==> src/rtl/muldiv_seq_core_pkg.sv <==
// Shared types and constants for the sequential Booth multiply / restoring divide core.
// Word types depend on the DW parameter, so each module declares its own.
package muldiv_seq_core_pkg;

  typedef enum logic [1:0] {
    IDLE = 2'd0,
    RUN  = 2'd1,
    DONE = 2'd2
  } state_e;

  localparam logic OP_MUL = 1'b0;
  localparam logic OP_DIV = 1'b1;

endpackage

==> src/rtl/muldiv_seq_core_step.sv <==
// One combinational iteration of the {A/R, Q, Q-1} register.
// Performs a radix-2 Booth multiply step or a restoring divide step.
module muldiv_step
  import muldiv_seq_core_pkg::*;
#(
  parameter int DW = 8
) (
  input  logic          op_i,
  input  logic [DW:0]   acc_i,
  input  logic [DW-1:0] q_i,
  input  logic          qm1_i,
  input  logic [DW:0]   opnd_i,
  output logic [DW:0]   acc_o,
  output logic [DW-1:0] q_o,
  output logic          qm1_o
);

  typedef logic [DW:0] ext_t;

  ext_t sum;
  ext_t rs;
  ext_t diff;

  always_comb begin
    sum   = acc_i;
    rs    = '0;
    diff  = '0;
    acc_o = acc_i;
    q_o   = q_i;
    qm1_o = qm1_i;
    if (op_i == OP_MUL) begin
      case ({q_i[0], qm1_i})
        2'b01:   sum = acc_i + opnd_i;
        2'b10:   sum = acc_i - opnd_i;
        default: sum = acc_i;
      endcase
      // Arithmetic right shift of the whole {A,Q,Q-1} chain.
      acc_o = {sum[DW], sum[DW:1]};
      q_o   = {sum[0], q_i[DW-1:1]};
      qm1_o = q_i[0];
    end else begin
      rs   = {acc_i[DW-1:0], q_i[DW-1]};
      diff = rs - opnd_i;
      if (diff[DW]) begin
        acc_o = rs;
        q_o   = {q_i[DW-2:0], 1'b0};
      end else begin
        acc_o = diff;
        q_o   = {q_i[DW-2:0], 1'b1};
      end
      qm1_o = 1'b0;
    end
  end

endmodule

==> src/rtl/muldiv_seq_core.sv <==
// Self-sequenced signed multiply / unsigned divide engine with start/done handshake.
// One iteration per clock; results held in output registers until the next start.
module muldiv_seq_core
  import muldiv_seq_core_pkg::*;
#(
  parameter int DW = 8,
  parameter int CW = $clog2(DW) + 1
) (
  input  logic            clk,
  input  logic            rst,
  input  logic            start,
  input  logic            op,
  input  logic [DW-1:0]   a,
  input  logic [DW-1:0]   b,
  output logic            busy,
  output logic            done,
  output logic [2*DW-1:0] product,
  output logic [DW-1:0]   quotient,
  output logic [DW-1:0]   remainder,
  output logic            div_zero
);

  typedef logic [DW-1:0]   word_t;
  typedef logic [2*DW-1:0] dword_t;
  typedef logic [DW:0]     ext_t;

  state_e        state_q;
  logic [CW-1:0] cnt_q;
  logic          op_q;
  ext_t          acc_q, acc_d;
  word_t         q_q, q_d;
  logic          qm1_q, qm1_d;
  ext_t          m_q;
  logic          busy_q, done_q, div_zero_q;
  dword_t        prod_q;
  word_t         quot_q, rem_q;

  muldiv_step #(.DW(DW)) u_step (
    .op_i   (op_q),
    .acc_i  (acc_q),
    .q_i    (q_q),
    .qm1_i  (qm1_q),
    .opnd_i (m_q),
    .acc_o  (acc_d),
    .q_o    (q_d),
    .qm1_o  (qm1_d)
  );

  always_ff @(posedge clk or negedge rst) begin
    if (!rst) begin
      state_q    <= IDLE;
      cnt_q      <= '0;
      op_q       <= OP_MUL;
      acc_q      <= '0;
      q_q        <= '0;
      qm1_q      <= 1'b0;
      m_q        <= '0;
      busy_q     <= 1'b0;
      done_q     <= 1'b0;
      div_zero_q <= 1'b0;
      prod_q     <= '0;
      quot_q     <= '0;
      rem_q      <= '0;
    end else begin
      case (state_q)
        IDLE: begin
          if (start) begin
            op_q       <= op;
            cnt_q      <= '0;
            busy_q     <= 1'b1;
            div_zero_q <= 1'b0;
            if (op == OP_DIV && b == '0) begin
              // No iterations needed: publish the divide-by-zero result at once.
              state_q    <= DONE;
              done_q     <= 1'b1;
              prod_q     <= '0;
              quot_q     <= '1;
              rem_q      <= a;
              div_zero_q <= 1'b1;
            end else begin
              state_q <= RUN;
              acc_q   <= '0;
              q_q     <= a;
              qm1_q   <= 1'b0;
              m_q     <= (op == OP_MUL) ? {b[DW-1], b} : {1'b0, b};
            end
          end
        end
        RUN: begin
          acc_q <= acc_d;
          q_q   <= q_d;
          qm1_q <= qm1_d;
          cnt_q <= cnt_q + CW'(1);
          if (cnt_q == CW'(DW - 1)) begin
            state_q <= DONE;
            done_q  <= 1'b1;
            if (op_q == OP_MUL) begin
              prod_q <= {acc_d[DW-1:0], q_d};
              quot_q <= '0;
              rem_q  <= '0;
            end else begin
              prod_q <= '0;
              quot_q <= q_d;
              rem_q  <= acc_d[DW-1:0];
            end
          end
        end
        DONE: begin
          state_q <= IDLE;
          done_q  <= 1'b0;
          busy_q  <= 1'b0;
        end
        default: state_q <= IDLE;
      endcase
    end
  end

  assign busy      = busy_q;
  assign done      = done_q;
  assign product   = prod_q;
  assign quotient  = quot_q;
  assign remainder = rem_q;
  assign div_zero  = div_zero_q;

endmodule

==> config.mk <==
export PLATFORM = sky130hd
export DESIGN_NAME = muldiv_seq_core
export DESIGN_NICKNAME = d
export VERILOG_FILES = /design/src/rtl/muldiv_seq_core_pkg.sv /design/src/rtl/muldiv_seq_core_step.sv /design/src/rtl/muldiv_seq_core.sv
export SDC_FILE = /design/constraint.sdc
export NUM_CORES = 1
export LEC_CHECK = 0
export ABC_CLOCK_PERIOD_IN_PS = 2740
export BUFFER_PORTS_ARGS = -buffer_cell sky130_fd_sc_hd__buf_2
export CAP_MARGIN = 20
export CORE_MARGIN = 3
export CORE_UTILIZATION = 54
export CTS_BUF_LIST = sky130_fd_sc_hd__clkbuf_8
export DETAILED_ROUTE_END_ITERATION = 6
export PLACE_DENSITY = 0.91
export SYNTH_ARGS = -nofsm -noshare
export SYNTH_HDL_FRONTEND = slang
export SYNTH_SLANG_ARGS = --single-unit
==> constraint.sdc <==
create_clock -name clk -period 2.74 [get_ports clk]
set_input_delay 0.274 -clock clk [delete_from_list [all_inputs] [get_ports clk]]
set_output_delay 0.274 -clock clk [all_outputs]
set_load 0.03 [all_outputs]
After elaboration in Yosys (flattened, before gate mapping)
Cells that the tools add are included.
{"block": "word_totals", "regBits": 69, "latchBits": 0, "ram_bits": 0, "rom_bits": 0, "out_inout_bits": 35, "elab_cells": 85, "mem_count": 0}
{"block": "classes", "add_sub_neg": 4, "multipliers": 0, "div_mod_pow": 0, "n_lt_le_gt_ge": 0, "eq_ne": 9, "n_shift": 0, "mux": 44, "bitwise_logic": 1, "n_reduce_logical": 14}
{"operator": "two-way mux 8 bit", "n": 11}
{"operator": "two-way mux 16 bit", "n": 4}
{"operator": "case mux 8 bit (2 select lines)", "n": 3}
{"operator": "two-way mux 9 bit", "n": 5}
{"operator": "case mux 9 bit (2 select lines)", "n": 2}
{"operator": "case mux 16 bit (2 select lines)", "n": 1}
{"operator": "subtractor 9 bit", "n": 2}
{"operator": "adder 9 bit", "n": 1}
{"operator": "two-way mux 1 bit", "n": 9}
{"operator": "logical NOT 8 bit", "n": 1}
{"operator": "inequality test 2 bit (second input constant)", "n": 4}
{"operator": "case mux 4 bit (2 select lines)", "n": 1}
{"operator": "AND reduction 2 bit", "n": 4}
{"operator": "AND reduction 4 bit", "n": 2}
{"operator": "two-way mux 2 bit", "n": 3}
{"operator": "AND reduction 3 bit", "n": 2}
{"operator": "adder 4 x 1 -> 4 bit (second input constant)", "n": 1}
{"operator": "== test 2 x 1 -> 1 bit (second input constant)", "n": 2}
{"operator": "== test 2 bit (second input constant)", "n": 2}
{"operator": "== test 4 x 3 -> 1 bit (second input constant)", "n": 1}
{"operator": "two-way mux 4 bit", "n": 1}
{"operator": "case mux 1 bit (2 select lines)", "n": 2}
{"operator": "case mux 2 bit (2 select lines)", "n": 1}
{"operator": "nonzero test 2 bit", "n": 2}
{"operator": "5 further kinds", "n": 5}

Logic depth before layout (Yosys ltp)
Gate-level depths: netlist (run 1).
{"block": "depth", "word_depth": 6, "mapped_depth": 14, "depth_no_buf": 12}

Modules after synthesis
A second synthesis (run 1) with hierarchy kept.
{"block": "hier_totals", "cells_unflattened": 446, "hier_area_um2": 4375.4}
{"mod": "muldiv_seq_core", "instances": 1, "cells_per_inst": 269, "area_per_inst_um2": 3060.4, "seq_area_each_um2": 1726.7}
{"mod": "muldiv_step", "instances": 1, "cells_per_inst": 177, "area_per_inst_um2": 1315.0, "seq_area_each_um2": 0.0}

Least setup slack after synthesis (run 1)
Ideal clock, no wire load.
{"block": "synth_timing", "path_type": "reg2reg", "from": "register q_q[0]", "to": "register acc_q[7]", "arrival_ns": 2.641, "required_ns": 2.674, "setup_slack_ns": 0.034, "path_stages_with_launch": 14, "cell_sequence": "dfrtp_1 ha_1 clkbuf_1 a31oi_1 xnor2_1 ha_1 clkbuf_1 nand4_1 a21oi_1 and3b_1 xnor2_1 or3_1 a31oi_1 a22o_1"}
{"block": "synth_between", "elab_chain_len": 4, "word_cells_on_any_way": 5}
{"element": "from (decl)", "line_no": "muldiv_seq_core.sv:31", "text": "word_t q_q, q_d;"}
{"element": "from (signal assigned)", "line_no": "muldiv_seq_core.sv:91", "text": "q_q <= q_d;"}
{"element": "== test 2 bit or == test 2 x 1 -> 1 bit (tied branches)", "line_no": "muldiv_seq_core_step.sv:32", "text": "case ({q_i[0], qm1_i})"}
{"element": "case mux 9 bit (2 select lines) (*)", "line_no": "muldiv_seq_core_step.sv:32"}
{"element": "two-way mux 9 bit (*)", "line_no": "muldiv_seq_core_step.sv:31", "text": "if (op_i == OP_MUL) begin"}
{"element": "case mux 9 bit (2 select lines) (*)", "line_no": "muldiv_seq_core.sv:65", "text": "case (state_q)"}
{"element": "to (signal assigned)", "line_no": "muldiv_seq_core.sv:54", "text": "acc_q <= '0;"}
{"element": "to (signal assigned)", "line_no": "muldiv_seq_core.sv:82", "text": "acc_q <= '0;"}
{"element": "to (signal assigned)", "line_no": "muldiv_seq_core.sv:90", "text": "acc_q <= acc_d;"}
{"element": "to (decl)", "line_no": "muldiv_seq_core.sv:30", "text": "ext_t acc_q, acc_d;"}
Every way passes the cells marked *; elsewhere a longest branch is shown, timed or not.
A chain may end at the register's enable or synchronous reset.

Worst setup path after layout (run 1)
{"block": "layout_timing", "from": "register m_q[4]", "to": "register acc_q[8]"}
{"block": "layout_between", "elab_chain_len": 4, "word_cells_on_any_way": 7}
{"element": "from (decl)", "line_no": "muldiv_seq_core.sv:33", "text": "ext_t m_q;"}
{"element": "from (signal assigned)", "line_no": "muldiv_seq_core.sv:85", "text": "m_q <= (op == OP_MUL) ? {b[DW-1], b} : {1'b0, b};"}
{"element": "subtractor 9 bit (tied with other cells)", "line_no": "muldiv_seq_core_step.sv:34", "text": "2'b10: sum = acc_i - opnd_i;"}
{"element": "case mux 9 bit (2 select lines) or two-way mux 9 bit (tied branches)", "line_no": "muldiv_seq_core_step.sv:32, muldiv_seq_core_step.sv:44"}
{"element": "two-way mux 9 bit (*)", "line_no": "muldiv_seq_core_step.sv:31"}
{"element": "case mux 9 bit (2 select lines) (*)", "line_no": "muldiv_seq_core.sv:65"}
Marked as above.

==> results of run 1 <==
flip-flops by register name (all words and copies together) (netlist names):
signal     flops
remainder      8
quotient       8
qm1_q          1
m_q            9
cnt_q          4
div_zero       1
op_q           1
state_q        2
acc_q          9
busy           1
product       16
done           1
q_q            8
critical path, cell delays in order (launching register included):
cell and delay [ns]:
dfrtp_1 0.43, nor4_4 0.32, a31oi_1 0.15, xnor2_1 0.24, ha_1 0.30, buf_4 0.16, a21oi_1 0.11, and3b_1 0.21
xnor2_2 0.08, o21ai_1 0.31, a31oi_4 0.13, a22o_1 0.21
cell usage in the layout, fill, tap and decap left out, types with 4 or more instances in the layout:
| master | count |
|---|---|
| a21o_1 | 7 |
| a21boi_0 | 7 |
| mux2i_1 | 4 |
| clkbuf_8 | 10 |
| a22o_1 | 15 |
| a31oi_1 | 8 |
| buf_4 | 35 |
| xnor2_1 | 13 |
| inv_1 | 18 |
| buf_2 | 54 |
| o21ai_0 | 33 |
| nand2b_1 | 5 |
| nor3_1 | 6 |
| o211ai_1 | 4 |
| ha_1 | 16 |
| nand3_1 | 8 |
| nor2_1 | 31 |
| mux2_2 | 10 |
| a21oi_1 | 25 |
| nand2_1 | 60 |
| dfrtp_1 | 67 |
kinds of logic (layout without fill, tap and decap cells):
group / Yosys count / count (layout) / share of synthesized area (%)
AOI/OAI and AO/OA: 132 / 132 / 22.1
xor gates and xnor gates: 17 / 17 / 3.77
adders and majority gates: 21 / 21 / 7.04
buffers and inverters: 38 / 126 / 3.84
DFF: 69 / 69 / 43.8
muxes: 16 / 16 / 4.38
and+or+nand+nor: 130 / 130 / 15.1
layer usage:
layer,track usage (%),wire (microns)
met2,46.4,5920
met5,0,0
met1,33.6,4420
met4,11.2,487
met3,6.46,986
final cells by class:
class | count | area [sq um]
clock buffer | 10 | 138
clock inverter | 6 | 93.8
fill | 473 | 2020
inverter | 19 | 71.3
multi-input combinational | 316 | 2200
sequential | 69 | 1730
tap | 96 | 120
timing repair buffer | 91 | 564
per-stage QoR:
step	area, sq um	TNS [ns]	std cells
2_1_floorplan	3950	0	423
3_3_place_gp	4470	0	581
3_5_place_dp	4470	-0.193	581
4_1_cts	4760	-0.0214	602
5_1_grt	4920	-0.651	607
6_report	4920	-0.0425	607
worst paths after layout:
path	start	to	slack [ns]
max	m_q[4]	acc_q[8]	-0.02
min	rst	product[3]	-0.01
max reg2reg	m_q[4]	acc_q[8]	-0.02
min reg2reg	product[10]	product[10]	0.49
max in group asynchronous	rst	q_q[0]	2.07
min in group clk	b[4]	m_q[4]	0.14
timing repair:
action                     CTS  global route
setup buffers                5             5
resized for setup            7            25
setup endpoints to repair    5            22
pin swaps                    5             6
==> impl_metrics.csv, run 1 <==
group,metric,value,unit
yosys,syn-cell-area,3950,sq um
timing,worst_pin_slew,0.807,ns
cts,insertion_delay,0.37,ns
grt,grtUsageTotal,27.5,%
yosys,yosysSeqAreaShare,43.8,%
yosys,synth.distinct_cells,53,
route,wirelength,11800,microns
route,vias,3816,
setup_path,start_kind,"flop",
yosys,ys_ff_latch,69,
timing,fmax,0.362,GHz
grt,antenna_found_initial,0,
yosys,syn_avg_cell_area,9.33,sq um
timing,rsz0062_at_grt,"true",
floorplanning,rows,30,
timing,maxSlewHeadroom,46.2,%
setup_path,criticalPathCategory,"reg -> reg",
place,preCtsSetupSlack,-0.0847,ns
cts,postCtsHoldBufs,0,
timing,maxSlewViolCount,0,
layout,utilization,70.9,%
layout,antenna_cells,0,
timing,min_period_over_period,101,%
grt,grt_max_degree,37,
floorplanning,dieArea,8370,sq um
cts,clock_sinks,69,
cts,cts-buffers-inserted,9,
layout,areaGrowthSynthToFinish,24.7,%
place,place.gp.congestion,0.980,
route,wl_per_cell,19.5,microns
run,cap_violations,0,
timing,min_period,2.76,ns
timing,skew,0.0119,ns
route,avgViaCountPerCell,6.29,
cts,clk_path_buf_depth,2,
yosys,ys_top_cells_by_area,"dfrtp_1 44%, ha_1 6.0%, nand2_1 5.7%",
timing,setup_viol,2,
place,dpl.hpwl,8250,microns
floorplanning,start_util,56.8,%
yosys,synth-edff-count,0,
yosys,synth_top_area_cell,"dfrtp_1",
grt,grt_pass1_vias,3681,
cts,cts-root-buf,"clkbuf_8",
yosys,ys_async_sr_fraction,100,%
setup_path,cp.required,2.99,ns
floorplanning,ios,55,
grt,grt_first_pass_wirelength,18100,microns
setup_path,path_max_fanout,4,
yosys,synth.top_cell.area_share,43.8,%
yosys,synth.top_cells.by_count,"69 x dfrtp_1, 60 x nand2_1, 35 x o21ai_0",
setup_path,worstRegToRegCells,11,
timing,hold_ws,-0.0131,ns
floorplanning,die_width,91.5,microns
yosys,synth_top_flop_cell,"dfrtp_1",
layout,layout.nets,547,
route,drtIter0Drc,426,
setup_path,arrival,3.02,ns
hold_path,hp-class,"in -> async",
cts,cts_tree,"done",
layout,drive_above_1_share,27.8,%
timing,fin_ws,-0.0239,ns
cts,clk_pin_slew_worst_paths,0.09,ns
yosys,syn_nets,464,
yosys,yosys_warnings,0,
status,failed_checks,"hold timing, setup timing",
setup_path,critPathCaptureType,"flop",
timing,hold_violations,7,
floorplanning,die_height,91.5,microns
yosys,synthCells,423,
place,port_buffers,54,
yosys,synth.most_common_cell,"dfrtp_1",
route,drtAntennaViolNets,0,
route,firstDrtPassIters,5,
grt,gr-total-overflow,0,
route,drc,0,
floorplanning,core,6940,sq um
status,status,"finished, violations left",
cts,htreeDepth,3,
Power of run 1 is left out: the tool's default activity adds up to more than one toggle a clock period on the data nets, which glitch-free logic cannot reach.
==> run 2, diff against run 1 <==
SETUP_SLACK_MARGIN = 0.1   (was default)
==> run 2 against run 1 <==
Routed wire length grew 5.7%. Via count grew 2.9%. Die area is the same. Global-route usage grew 0.96 points. Utilization grew 0.99 points. The run ends with setup timing left. Sequential share of layout area shrank 0.46 points. Non-clock buffer count is the same. Register-to-register slack is essentially flat. Count of clock-buffer cells in the layout shrank 1.
==> impl_metrics.csv, run 2 (same netlist as run 1, synthesis figures left out) <==
group,metric,value,unit
grt,gr-total-overflow,0,
hold_path,hp-class,"in -> reg",
layout,multi_input_area,2270,sq um
floorplanning,ios,55,
layout,areaGrowthSynthToFinish,26.5,%
layout,mostFrequentLayoutCells,"66 x dfrtp_1, 60 x nand2_1, 55 x buf_2",
timing,hold_violations,0,
grt,grt_pass1_vias,3800,
setup_path,r2r-end,"acc_q[7]",
cts,cts-root-buf,"clkbuf_8",
layout,drive_above_1_share,30.0,%
route,avgViaCountPerCell,6.48,
route,drtAntennaViolNets,0,
timing,fmax,0.361,GHz
layout,fillers,464,
run,cap_violations,0,
layout,regArea,1730,sq um
status,failed_checks,"setup timing",
timing,maxSlewHeadroom,49.2,%
cts,clk_pin_slew_worst_paths,0.08,ns
cts,clk_path_buf_depth,2,
grt,grt_first_pass_wirelength,19000,microns
floorplanning,die_height,91.5,microns
timing,fin_ws,-0.0334,ns
timing,rsz0062_at_grt,"true",
setup_path,criticalPathCategory,"reg -> reg",
timing,final.setup.tns,-0.0664,ns
hold_path,min_from,"b[3]",
setup_path,worstRegToRegCells,11,
layout,largest_reg_flops,16,
floorplanning,dieArea,8370,sq um
cts,cts_tree,"done",
timing,maxSlewViolCount,0,
place,port_buffers,54,
setup_path,critPathCaptureType,"flop",
timing,skew,0.0137,ns
route,drtIter0Drc,512,
floorplanning,start_util,56.8,%
hold_path,holdPathStages,3,
setup_path,start_kind,"flop",
grt,grt_max_degree,32,
setup_path,arrival,3.08,ns
place,place.gp.congestion,0.973,
floorplanning,core,6940,sq um
floorplanning,rows,30,
cts,clock_sinks,69,
timing,min_period_over_period,101,%
route,vias,3926,
cts,htreeDepth,3,
layout,antenna_cells,0,
timing,setup_viol,2,
setup_path,path_max_fanout,8,
floorplanning,die_width,91.5,microns
route,firstDrtPassIters,7,
place,dpl.hpwl,8170,microns
timing,worst_pin_slew,0.762,ns
route,drc,0,
timing,min_period,2.77,ns
layout,layout.nets,547,
grt,grtUsageTotal,28.4,%
grt,antenna_found_initial,0,
layout,mostFrequentLayoutCell,"dfrtp_1",
setup_path,rrSetupSlack,-0.03,ns
cts,insertion_delay,0.37,ns
hold_path,min_to,"m_q[3]",
status,status,"finished, violations left",
cts,cts-buffers-inserted,9,
setup_path,cp.required,3.05,ns
place,preCtsSetupSlack,-0.127,ns
setup_path,rr_startpoint,"q_q[0]",
route,wirelength,12500,microns
route,wl_per_cell,20.6,microns
run 2: routing by layer:
metal	global-route usage [%]	wire length, microns	vias up
met3	3.89	1040	61
li1	-	-	1689
met2	48.7	6170	270
met4	12.8	548	2
met1	35.5	4690	1904
met5	0	29	-
run 2: worst max path at each step:
stage | cells after the start | startpoint | to
detailed placement | 11 | qm1_q | acc_q[6]
CTS | 11 | m_q[3] | acc_q[8]
global placement | 11 | qm1_q | acc_q[6]
finish | 11 | q_q[0] | acc_q[7]
global route | 11 | m_q[5] | acc_q[8]
floorplan | 13 | q_q[0] | acc_q[7]
run 2: final cells by class:
class | count | share of cell area [%]
multi-input cells | 316 | 45.4
flip-flops and latches | 69 | 34.7
repair buffers | 91 | 11.3
clock buffers | 9 | 2.48
well taps | 96 | 2.41
clock inverters | 6 | 2.26
inverters | 19 | 1.43
run 2: metrics by stage:
step	hold slack [ns]	instance area (sq um)	instances	util, %
floorplan	-0.0216	3950	423	-
global placement	0.337	4410	575	63.5
detailed placement	0.356	4410	575	63.5
CTS	0.136	4790	600	69.0
global route	0.165	4990	606	71.9
finish	0.130	4990	606	71.9
run 2: repair_timing:
action | CTS | global route
endpoints found under the setup margin | 18 | 24
endpoints found under the hold margin | 29 | 0
pin swaps | 10 | 17
gates cloned | 0 | 1
gates resized for setup | 18 | 33
buffers inserted | 9 | 5
hold buffers | 1 | 0
run 2: worst max-delay path, stage by stage (launching register included):
cell and delay, ns:
dfrtp_1 0.44, ha_4 0.23, a21oi_2 0.19, xnor2_2 0.12, ha_1 0.37, nand3_1 0.14
a21oi_2 0.16, and3b_1 0.20, xnor2_1 0.14, or3_4 0.36, a31oi_4 0.20, a22o_1 0.15
Power of run 2 is left out for the same reason.
==> run 3, diff against run 2 <==
MAX_ROUTING_LAYER = met4   (was default)
==> run 3 against run 2 <==
The run ends with hold timing, setup timing left. Register-to-register slack gained 0.03 ns. Routed wire length is 6.7% lower. Non-clock buffer count shrank 6. Critical path type unchanged. Final cell count down 0.66%. Highest routed layer is now met4. Count of clock-buffer cells in the layout did not move.
==> impl_metrics.csv, run 3 (same netlist as run 1, synthesis figures left out) <==
group,metric,value,unit
route,wirelength,11600,microns
setup_path,cp_common_cell,"xnor2_1",
floorplanning,start_util,56.8,%
setup_path,crit_chain,"nor4_4 > a31oi_2 > xnor2_1 > ha_1 > nand4_1 > a21oi_2 > and3b_1 > xnor2_1 > or3_4 > buf_4 > nand2_1 > a22o_1",
grt,grt_max_degree,40,
setup_path,cp_top_family,"simple AND/OR/NAND/NOR gates",
route,drtAntennaViolNets,0,
layout,layoutNonFillerInstCount,602,
setup_path,cp_slowest_cell,"dfrtp_2",
layout,areaGrowthSynthToFinish,21.6,%
timing,fin_ws,-0.00235,ns
cts,insertion_delay,0.37,ns
route,firstDrtPassIters,6,
status,failed_checks,"hold timing, setup timing",
floorplanning,rows,30,
route,vias,3730,
timing,setup_viol,1,
grt,grt_first_pass_wirelength,18100,microns
grt,grt_pass1_vias,3672,
timing,hold_violations,5,
route,drtIter0Drc,375,
timing,min_period,2.74,ns
setup_path,crit_buf_inv,1,
setup_path,criticalPathCategory,"reg -> reg",
grt,antenna_found_initial,1,
route,wl_per_cell,19.3,microns
floorplanning,die_width,91.5,microns
place,port_buffers,54,
layout,layout.nets,541,
timing,hold_ws,-0.00291,ns
cts,clk_pin_slew_worst_paths,0.09,ns
cts,cts-root-buf,"clkbuf_8",
setup_path,cp.required,3.05,ns
place,numPlacedInstances,578,
hold_path,hp-class,"in -> async",
setup_path,critPathCaptureType,"flop",
timing,maxSlewViolCount,0,
cts,postCtsHoldBufs,0,
cts,htreeDepth,3,
timing,worst_pin_slew,0.849,ns
setup_path,path_max_fanout,3,
layout,mostFrequentLayoutCells,"67 x dfrtp_1, 60 x nand2_1, 54 x buf_2",
place,dpl.hpwl,8000,microns
run,cap_violations,0,
floorplanning,core,6940,sq um
timing,skew,0.0107,ns
floorplanning,die_height,91.5,microns
place,preCtsSetupSlack,-0.0761,ns
floorplanning,ios,55,
timing,min_period_over_period,100,%
timing,maxSlewHeadroom,43.4,%
cts,clk_path_buf_depth,2,
cts,cts_tree,"done",
cts,clock_sinks,69,
layout,largest_reg_flops,16,
cts,cts-buffers-inserted,9,
floorplanning,dieArea,8370,sq um
setup_path,slowest_delay,0.44,ns
timing,rsz0062_at_grt,"true",
route,drc,0,
grt,gr-total-overflow,0,
timing,fmax,0.365,GHz
grt,grtUsageTotal,28.4,%
layout,drive_above_1_share,27.9,%
status,status,"finished, violations left",
layout,mostFrequentLayoutCell,"dfrtp_1",
route,avgViaCountPerCell,6.20,
setup_path,start_kind,"flop",
setup_path,arrival,3.05,ns
place,place.gp.congestion,0.963,
==> run 3: layer usage <==
layer / part of all wire, % / up-vias / global-route usage, %
met5: 0 / - / -
met4: 4.9 / 0 / 13.7
met3: 8.0 / 62 / 5.63
met2: 49 / 215 / 45.0
met1: 38 / 1781 / 34.6
li1: - / 1672 / -
==> run 3: worst paths after layout <==
check | startpoint | cells after the start | slack, ns | endpoint
max | m_q[4] | 12 | -0.002 | product[15]
min | rst | 1 | -0.003 | product[4]
max reg2reg | m_q[4] | 12 | -0.002 | product[15]
min reg2reg | product[13] | 2 | 0.48 | product[13]
max in group asynchronous | rst | 2 | 1.93 | m_q[4]
min in group clk | op | 3 | 0.13 | op_q
==> run 3: stage by stage <==
stage	TNS [ns]	utilization, %	instance area, sq um
after floorplan	0	-	3950
after global placement	0	63.9	4440
after detailed placement	-0.145	63.9	4440
after CTS	0	67.5	4690
after global routing	-0.283	69.1	4800
final	-0.00235	69.1	4800
==> run 3: timing repair <==
action                     CTS  global route
gates resized for setup     14            21
gates cloned                 0             0
setup buffers                4             3
setup endpoints to repair   12            20
pin swaps                    4             2
==> run 3: area by class of cell <==
cell class	count	area, sq um
multi-input combinational	316	2190
fill	481	2150
sequential	69	1730
timing repair buffer	85	510
clock buffer	9	124
tap	96	120
inverter	19	71.3
clock inverter	7	51.3
antenna	1	2.50
==> run 3: worst reg2reg max path: stages (launching register included) <==
cell	delay [ns]
dfrtp_2	0.44
nor4_4	0.36
a31oi_2	0.15
xnor2_1	0.16
ha_1	0.32
nand4_1	0.10
a21oi_2	0.12
and3b_1	0.19
xnor2_1	0.13
or3_4	0.36
buf_4	0.15
nand2_1	0.08
a22o_1	0.12
Power of run 3 is left out for the same reason.
